===== src/rtl/jtag_host_shifter.sv =====
// jtag_host_shifter: JTAG initiator. Turns parallel DR-scan, IR-scan and
// TAP-reset commands into TCK/TMS/TDI sequences and collects TDO into a
// parallel result. It runs an automatic Test-Logic-Reset sequence after reset.
//
// Ports
//   CLK, nRST     system clock, asynchronous active-low reset
//   start         command request, sampled only while busy=0
//   cmd_op        00 DR scan, 01 IR scan, 10 TAP reset, 11 reserved (rejected)
//   shift_len     scan length 1..MAX_LEN
//   shift_data    TDI bits, bit0 shifted first
//   busy          command (or auto-TLR) in progress
//   done          one-cycle completion pulse
//   err           one-cycle pulse alongside done for a rejected command
//   capture_data  TDO bits, bit0 = first captured, unused upper bits 0
//   TCK/TMS/TDI   TAP drive pins; TDO is the TAP return pin
module jtag_host_shifter #(
  parameter int unsigned CLK_DIV = 2,
  parameter int unsigned MAX_LEN = 32,
  parameter int unsigned LEN_W   = 6
) (
  input  logic               CLK,
  input  logic               nRST,
  input  logic               start,
  input  logic [1:0]         cmd_op,
  input  logic [LEN_W-1:0]   shift_len,
  input  logic [MAX_LEN-1:0] shift_data,
  output logic               busy,
  output logic               done,
  output logic               err,
  output logic [MAX_LEN-1:0] capture_data,
  output logic               TCK,
  output logic               TMS,
  output logic               TDI,
  input  logic               TDO
);

  localparam int unsigned DIV_W = (CLK_DIV > 1) ? $clog2(CLK_DIV) : 1;

  localparam logic [1:0] OP_DR   = 2'b00;
  localparam logic [1:0] OP_IR   = 2'b01;
  localparam logic [1:0] OP_RST  = 2'b10;
  localparam logic [1:0] OP_RSVD = 2'b11;

  typedef enum logic [2:0] {
    S_IDLE,
    S_HDR,
    S_SHIFT,
    S_TRL,
    S_FIN
  } state_e;

  state_e             state_q, state_d;
  logic [DIV_W-1:0]   div_q, div_d;
  logic               tck_q, tck_d;
  logic               tms_q, tms_d;
  logic               tdi_q, tdi_d;
  logic [LEN_W-1:0]   bit_q, bit_d;
  logic [LEN_W-1:0]   len_q, len_d;
  logic [1:0]         op_q, op_d;
  logic [MAX_LEN-1:0] data_q, data_d;
  logic [MAX_LEN-1:0] cap_q, cap_d;
  logic               busy_q, busy_d;
  logic               done_q, done_d;
  logic               err_q, err_d;
  logic               auto_q, auto_d;

  logic               phase_end;
  logic               cmd_bad;

  // TMS value of header period idx for each command type
  function automatic logic hdr_tms(input logic [1:0] op, input logic [LEN_W-1:0] idx);
    case (op)
      OP_IR:   hdr_tms = (idx < LEN_W'(2));
      OP_RST:  hdr_tms = (idx < LEN_W'(5));
      default: hdr_tms = (idx == '0);
    endcase
  endfunction

  // Index of the last header period (TAP reset is header-only)
  function automatic logic [LEN_W-1:0] hdr_last(input logic [1:0] op);
    case (op)
      OP_IR:   hdr_last = LEN_W'(3);
      OP_RST:  hdr_last = LEN_W'(5);
      default: hdr_last = LEN_W'(2);
    endcase
  endfunction

  // Length only matters for scans; a TAP reset ignores shift_len
  assign cmd_bad = (cmd_op == OP_RSVD) ||
                   ((cmd_op != OP_RST) &&
                    ((shift_len == '0) || (32'(shift_len) > MAX_LEN)));

  assign phase_end = (div_q == DIV_W'(CLK_DIV - 1));

  // State register; reset lands in the header of a TAP-reset marked as automatic
  always_ff @(posedge CLK or negedge nRST) begin
    if (!nRST) begin
      state_q <= S_HDR;
      div_q   <= '0;
      tck_q   <= 1'b0;
      tms_q   <= 1'b1;
      tdi_q   <= 1'b0;
      bit_q   <= '0;
      len_q   <= '0;
      op_q    <= OP_RST;
      data_q  <= '0;
      cap_q   <= '0;
      busy_q  <= 1'b1;
      done_q  <= 1'b0;
      err_q   <= 1'b0;
      auto_q  <= 1'b1;
    end else begin
      state_q <= state_d;
      div_q   <= div_d;
      tck_q   <= tck_d;
      tms_q   <= tms_d;
      tdi_q   <= tdi_d;
      bit_q   <= bit_d;
      len_q   <= len_d;
      op_q    <= op_d;
      data_q  <= data_d;
      cap_q   <= cap_d;
      busy_q  <= busy_d;
      done_q  <= done_d;
      err_q   <= err_d;
      auto_q  <= auto_d;
    end
  end

  // Next-state and output logic
  always_comb begin
    state_d = state_q;
    div_d   = div_q;
    tck_d   = tck_q;
    tms_d   = tms_q;
    tdi_d   = tdi_q;
    bit_d   = bit_q;
    len_d   = len_q;
    op_d    = op_q;
    data_d  = data_q;
    cap_d   = cap_q;
    busy_d  = busy_q;
    done_d  = 1'b0;
    err_d   = 1'b0;
    auto_d  = auto_q;

    case (state_q)
      S_IDLE: begin
        if (start) begin
          if (cmd_bad) begin
            done_d = 1'b1;
            err_d  = 1'b1;
          end else begin
            // Accept edge is the start of the first TCK low phase
            state_d = S_HDR;
            op_d    = cmd_op;
            len_d   = shift_len;
            data_d  = shift_data;
            busy_d  = 1'b1;
            auto_d  = 1'b0;
            div_d   = '0;
            tck_d   = 1'b0;
            bit_d   = '0;
            tms_d   = 1'b1;
            tdi_d   = 1'b0;
            if (cmd_op != OP_RST) begin
              cap_d = '0;
            end
          end
        end
      end

      S_HDR, S_SHIFT, S_TRL: begin
        if (!phase_end) begin
          div_d = div_q + DIV_W'(1);
        end else begin
          div_d = '0;
          tck_d = ~tck_q;
          if (!tck_q) begin
            // Rising TCK: sample TDO during shift periods
            if (state_q == S_SHIFT) begin
              cap_d = cap_q | (MAX_LEN'(TDO) << bit_q);
            end
          end else begin
            // Falling TCK ends a period: set up TMS/TDI for the next one
            bit_d = bit_q + LEN_W'(1);
            case (state_q)
              S_HDR: begin
                if (bit_q == hdr_last(op_q)) begin
                  bit_d = '0;
                  if (op_q == OP_RST) begin
                    state_d = S_FIN;
                    tms_d   = 1'b0;
                  end else begin
                    state_d = S_SHIFT;
                    tms_d   = (len_q == LEN_W'(1));
                    tdi_d   = data_q[0];
                  end
                end else begin
                  tms_d = hdr_tms(op_q, bit_q + LEN_W'(1));
                end
              end
              S_SHIFT: begin
                if (bit_q == len_q - LEN_W'(1)) begin
                  state_d = S_TRL;
                  bit_d   = '0;
                  tms_d   = 1'b1;
                  tdi_d   = 1'b0;
                end else begin
                  data_d = data_q >> 1;
                  tdi_d  = data_d[0];
                  tms_d  = ((bit_q + LEN_W'(2)) == len_q);
                end
              end
              default: begin
                // Trailer: Update (TMS=1) then back to Run-Test/Idle (TMS=0)
                tms_d = 1'b0;
                if (bit_q != '0) begin
                  state_d = S_FIN;
                end
              end
            endcase
          end
        end
      end

      S_FIN: begin
        state_d = S_IDLE;
        busy_d  = 1'b0;
        done_d  = ~auto_q;
        auto_d  = 1'b0;
      end

      default: begin
        state_d = S_IDLE;
      end
    endcase
  end

  assign busy         = busy_q;
  assign done         = done_q;
  assign err          = err_q;
  assign capture_data = cap_q;
  assign TCK          = tck_q;
  assign TMS          = tms_q;
  assign TDI          = tdi_q;

endmodule


===== config.mk =====
export PLATFORM = sky130hd
export DESIGN_NAME = jtag_host_shifter
export DESIGN_NICKNAME = d
export VERILOG_FILES = /design/src/rtl/jtag_host_shifter.sv
export SDC_FILE = /design/constraint.sdc
export NUM_CORES = 1
export LEC_CHECK = 0
export BUFFER_PORTS_ARGS = -buffer_cell sky130_fd_sc_hd__buf_4
export CORE_MARGIN = 2
export CORE_UTILIZATION = 45
export DETAILED_ROUTE_END_ITERATION = 12
export MAX_ROUTING_LAYER = met4
export PLACE_DENSITY = 0.67
export SLEW_MARGIN = 20
export SYNTH_ARGS = -nofsm -noshare
export SYNTH_HDL_FRONTEND = slang
export SYNTH_SLANG_ARGS = --single-unit

===== constraint.sdc =====
create_clock -name CLK -period 6.75 [get_ports CLK]
set_input_delay 1.35 -clock CLK [delete_from_list [all_inputs] [get_ports CLK]]
set_output_delay 1.35 -clock CLK [all_outputs]
set_load 0.05 [all_outputs]

==> impl_metrics.ini <==
[run_status]
outcome = complete, no violations

[pwr]
p_total_mw = 2.21
switching_share = 0.418
p_switching_uw = 924
pwr-share-seq = 0.405
power.density_nw_per_um2 = 405
internal_power_mw = 1.28
combPwrFrac = 0.424
p_clk_frac = 0.171
worst_ir_drop_vdd_v = 0.000299
power_leakage_nw = 2.46

[yosys]
synth_seq_cells = 89
ys_seq_area_frac = 0.486
synth_adder_area_share = 0.0218
synthMuxAreaShare = 0.0773
synth-xor-area-share = 0.0210
synth_top_family_by_area = compound AO/OA/AOI/OAI gates
synth_edf_count = 0
synth-main-ff-cell = dfrtp_1
syn_area_per_cell_sq_um = 10.2
async_flop_share = 1.00
syn-num-nets = 503
ys_warn_count = 0
ys_types = 60
synth_compound_area_frac = 0.190
netlist_area_sq_um = 4600
synthCells = 451
synthSimpleGateAreaFrac = 0.161

[finish]
antenna_cells = 0
layout_common_cells = dfrtp_1 (84), buf_4 (81), nor2_1 (59), a21oi_1 (46), mux2i_1 (31)
fillCellCount = 899
area_growth_pct = 18.6
drive_gt1_frac = 0.240
layout_commonest_cell = dfrtp_1
fin_nets = 568

[floorplan]
fp-row-count = 36
pin_count = 82
die_w_um = 105
die-area_sq_um = 11000
start_util = 0.466
core-area_sq_um = 9860
die_height_um = 105

[clock_network]
cts.sinks = 89
cts_tree = done
h-tree-depth = 3
clockBufferDepth = 2
cts-buffers-inserted = 9
cts_resized = 0
postCtsHoldBufs = 0
clockRootBuffer = clkbuf_8
clk_pin_slew_ns = 0.09
post-cts-setup-buffer-count = 0
clock_latency_ns = 0.35

[sta]
fmax_ghz = 0.319
period_minus_slack_ns = 3.14
maxSlewHeadroom = 0.353
worst_slew_pin_slew_ns = 0.967
hold_violations = 0
fin_skew_ns = 0.00988
setup_viol_count_final = 0
timing.hold.ws_ns = 0.462
fin_crit_sh = 0.465
rsz0062_at_grt = no
setup_tns_ns = 0
drv_slew = 0

[critical_path]
required_ns = 6.97
crit_buf_inv = 1
cp_slowest_stage_delay_ns = 0.55
worstPathArrival_ns = 3.36
cpLargestDelayFamily = simple AND/OR/NAND/NOR gates
critPathLaunchType = input pin
critPathCaptureType = flop
path_class = input pin to flop
path_cells = buf_4 > or4_1 > mux2i_1 > nor2_1 > o21ai_1 > or2_2 > o31ai_1
cpMaxStageDelayCell = o21ai_1
crit_fanout = 8

[detailed_routing]
ant_nets = 0
viasPerCell = 5.52
detail_route.wirelength_mm = 9.93
drc = 0
drt_first_pass_iters = 4
drtIter0Drc = 269
post_drt_wl_per_cell_um = 15.2
via_count = 3608

[grt]
grt_pass1_wl_mm = 16.8
grt_pass1_vias = 3293
track_usage = 0.191
grt_overflow_total = 0
grt_max_degree = 83
antenna_found_initial = 0

[min_path]
hold_path.class = flop to flop

[place]
portBuffers = 81
dp_hpwl_mm = 7.08
gp_congestion = 0.862

[run]
drv_cap = 0
## routing by layer
layer  share of wire  wire length [um]  GRT usage  vias up
met1            0.48              4720      0.275     1747
met5               0                 0          -        -
met2            0.47              4660      0.282       82
met3           0.046               458     0.0312        8
li1                -                 -          -     1771
met4          0.0081                80     0.0486        0
## layout make-up
| cell class | instances | area [sq um] | area share |
|---|---|---|---|
| multi-input combinational | 320 | 2180 | 0.399 |
| clock buffer | 11 | 141 | 0.0259 |
| inverter | 14 | 52.6 | 0.00964 |
| sequential | 89 | 2230 | 0.410 |
| clock inverter | 5 | 62.6 | 0.0115 |
| tap | 133 | 166 | 0.0305 |
| timing repair buffer | 82 | 619 | 0.114 |
## worst min-delay path: cells and delay by family (launching register included)
kind	cells	cell delay, ns
simple gates	1	0.04
buf+inv	1	0.06
flops	1	0.37
## final timing paths
path	startpoint	to	slack (ns)	cells past startpoint
min in group asynchronous	nRST	capture_data[17]	0.79	1
max	shift_len[2]	bit_q[4]	3.61	7
min reg2reg	auto_q	auto_q	0.46	2
min	auto_q	auto_q	0.46	2
max reg2reg	bit_q[4]	bit_q[4]	4.09	6
max in group asynchronous	nRST	err	5.04	2
## power groups by stage
stage | Clock [mW] | Sequential (mW) | Combinational (mW)
2_1_floorplan | 0 | 0.895 | 0.723
3_3_place_gp | 0 | 0.894 | 0.911
3_5_place_dp | 0 | 0.902 | 0.935
4_1_cts | 0.389 | 0.893 | 0.938
5_1_grt | 0.415 | 0.924 | 1.04
6_report | 0.378 | 0.894 | 0.936
## synth_stat cells, types with 3 or more instances
cell type	count	share of area
mux2i_1	31	0.068
dfstp_2	5	0.029
nor2b_1	6	0.0082
mux2_2	4	0.0098
xor2_1	4	0.0076
inv_1	14	0.011
nor4_2	4	0.011
buf_2	13	0.014
o31ai_1	4	0.0065
a2bb2oi_1	4	0.0076
clkbuf_1	6	0.0049
buf_6	3	0.0073
a21oi_1	46	0.050
nor3b_1	4	0.0065
dfrtp_1	84	0.46
nand3_1	11	0.012
nand2b_1	5	0.0068
o21ai_0	19	0.021
xnor2_1	7	0.013
a22o_1	28	0.053
a31oi_1	3	0.0041
nor4_1	3	0.0041
nand2_1	18	0.015
nor2_1	59	0.048
buf_1	5	0.0041
nand4_1	4	0.0054
ha_1	8	0.022
and3_1	6	0.0082
nor3_1	4	0.0044
## state kept, by name (all words and copies together), names as in the netlist
register and cells:
state_q 3, TCK 1, capture_data 32, len_q 6
busy 1, div_q 1, err 1, bit_q 6
TMS 1, TDI 1, op_q 2, auto_q 1
done 1, data_q 32
## cells by family after synthesis
kind of cell	count (synthesis)
muxes	35
adders and majority gates	8
and+or+nand+nor	140
buffers and inverters	42
AOI/OAI and AO/OA	126
xor gates and xnor gates	11
DFF	89
## per-stage QoR
step | cell area (sq um) | setup slack [ns] | cells | utilization
final | 5450 | 3.61 | 654 | 0.553
after global routing | 5450 | 3.50 | 654 | 0.553
after CTS | 5440 | 3.59 | 654 | 0.551
after detailed placement | 5240 | 3.23 | 638 | 0.531
after global placement | 5240 | 3.25 | 638 | 0.531
after floorplan | 4600 | 3.70 | 451 | -
No activity file was read; power rests on OpenSTA's default activity.
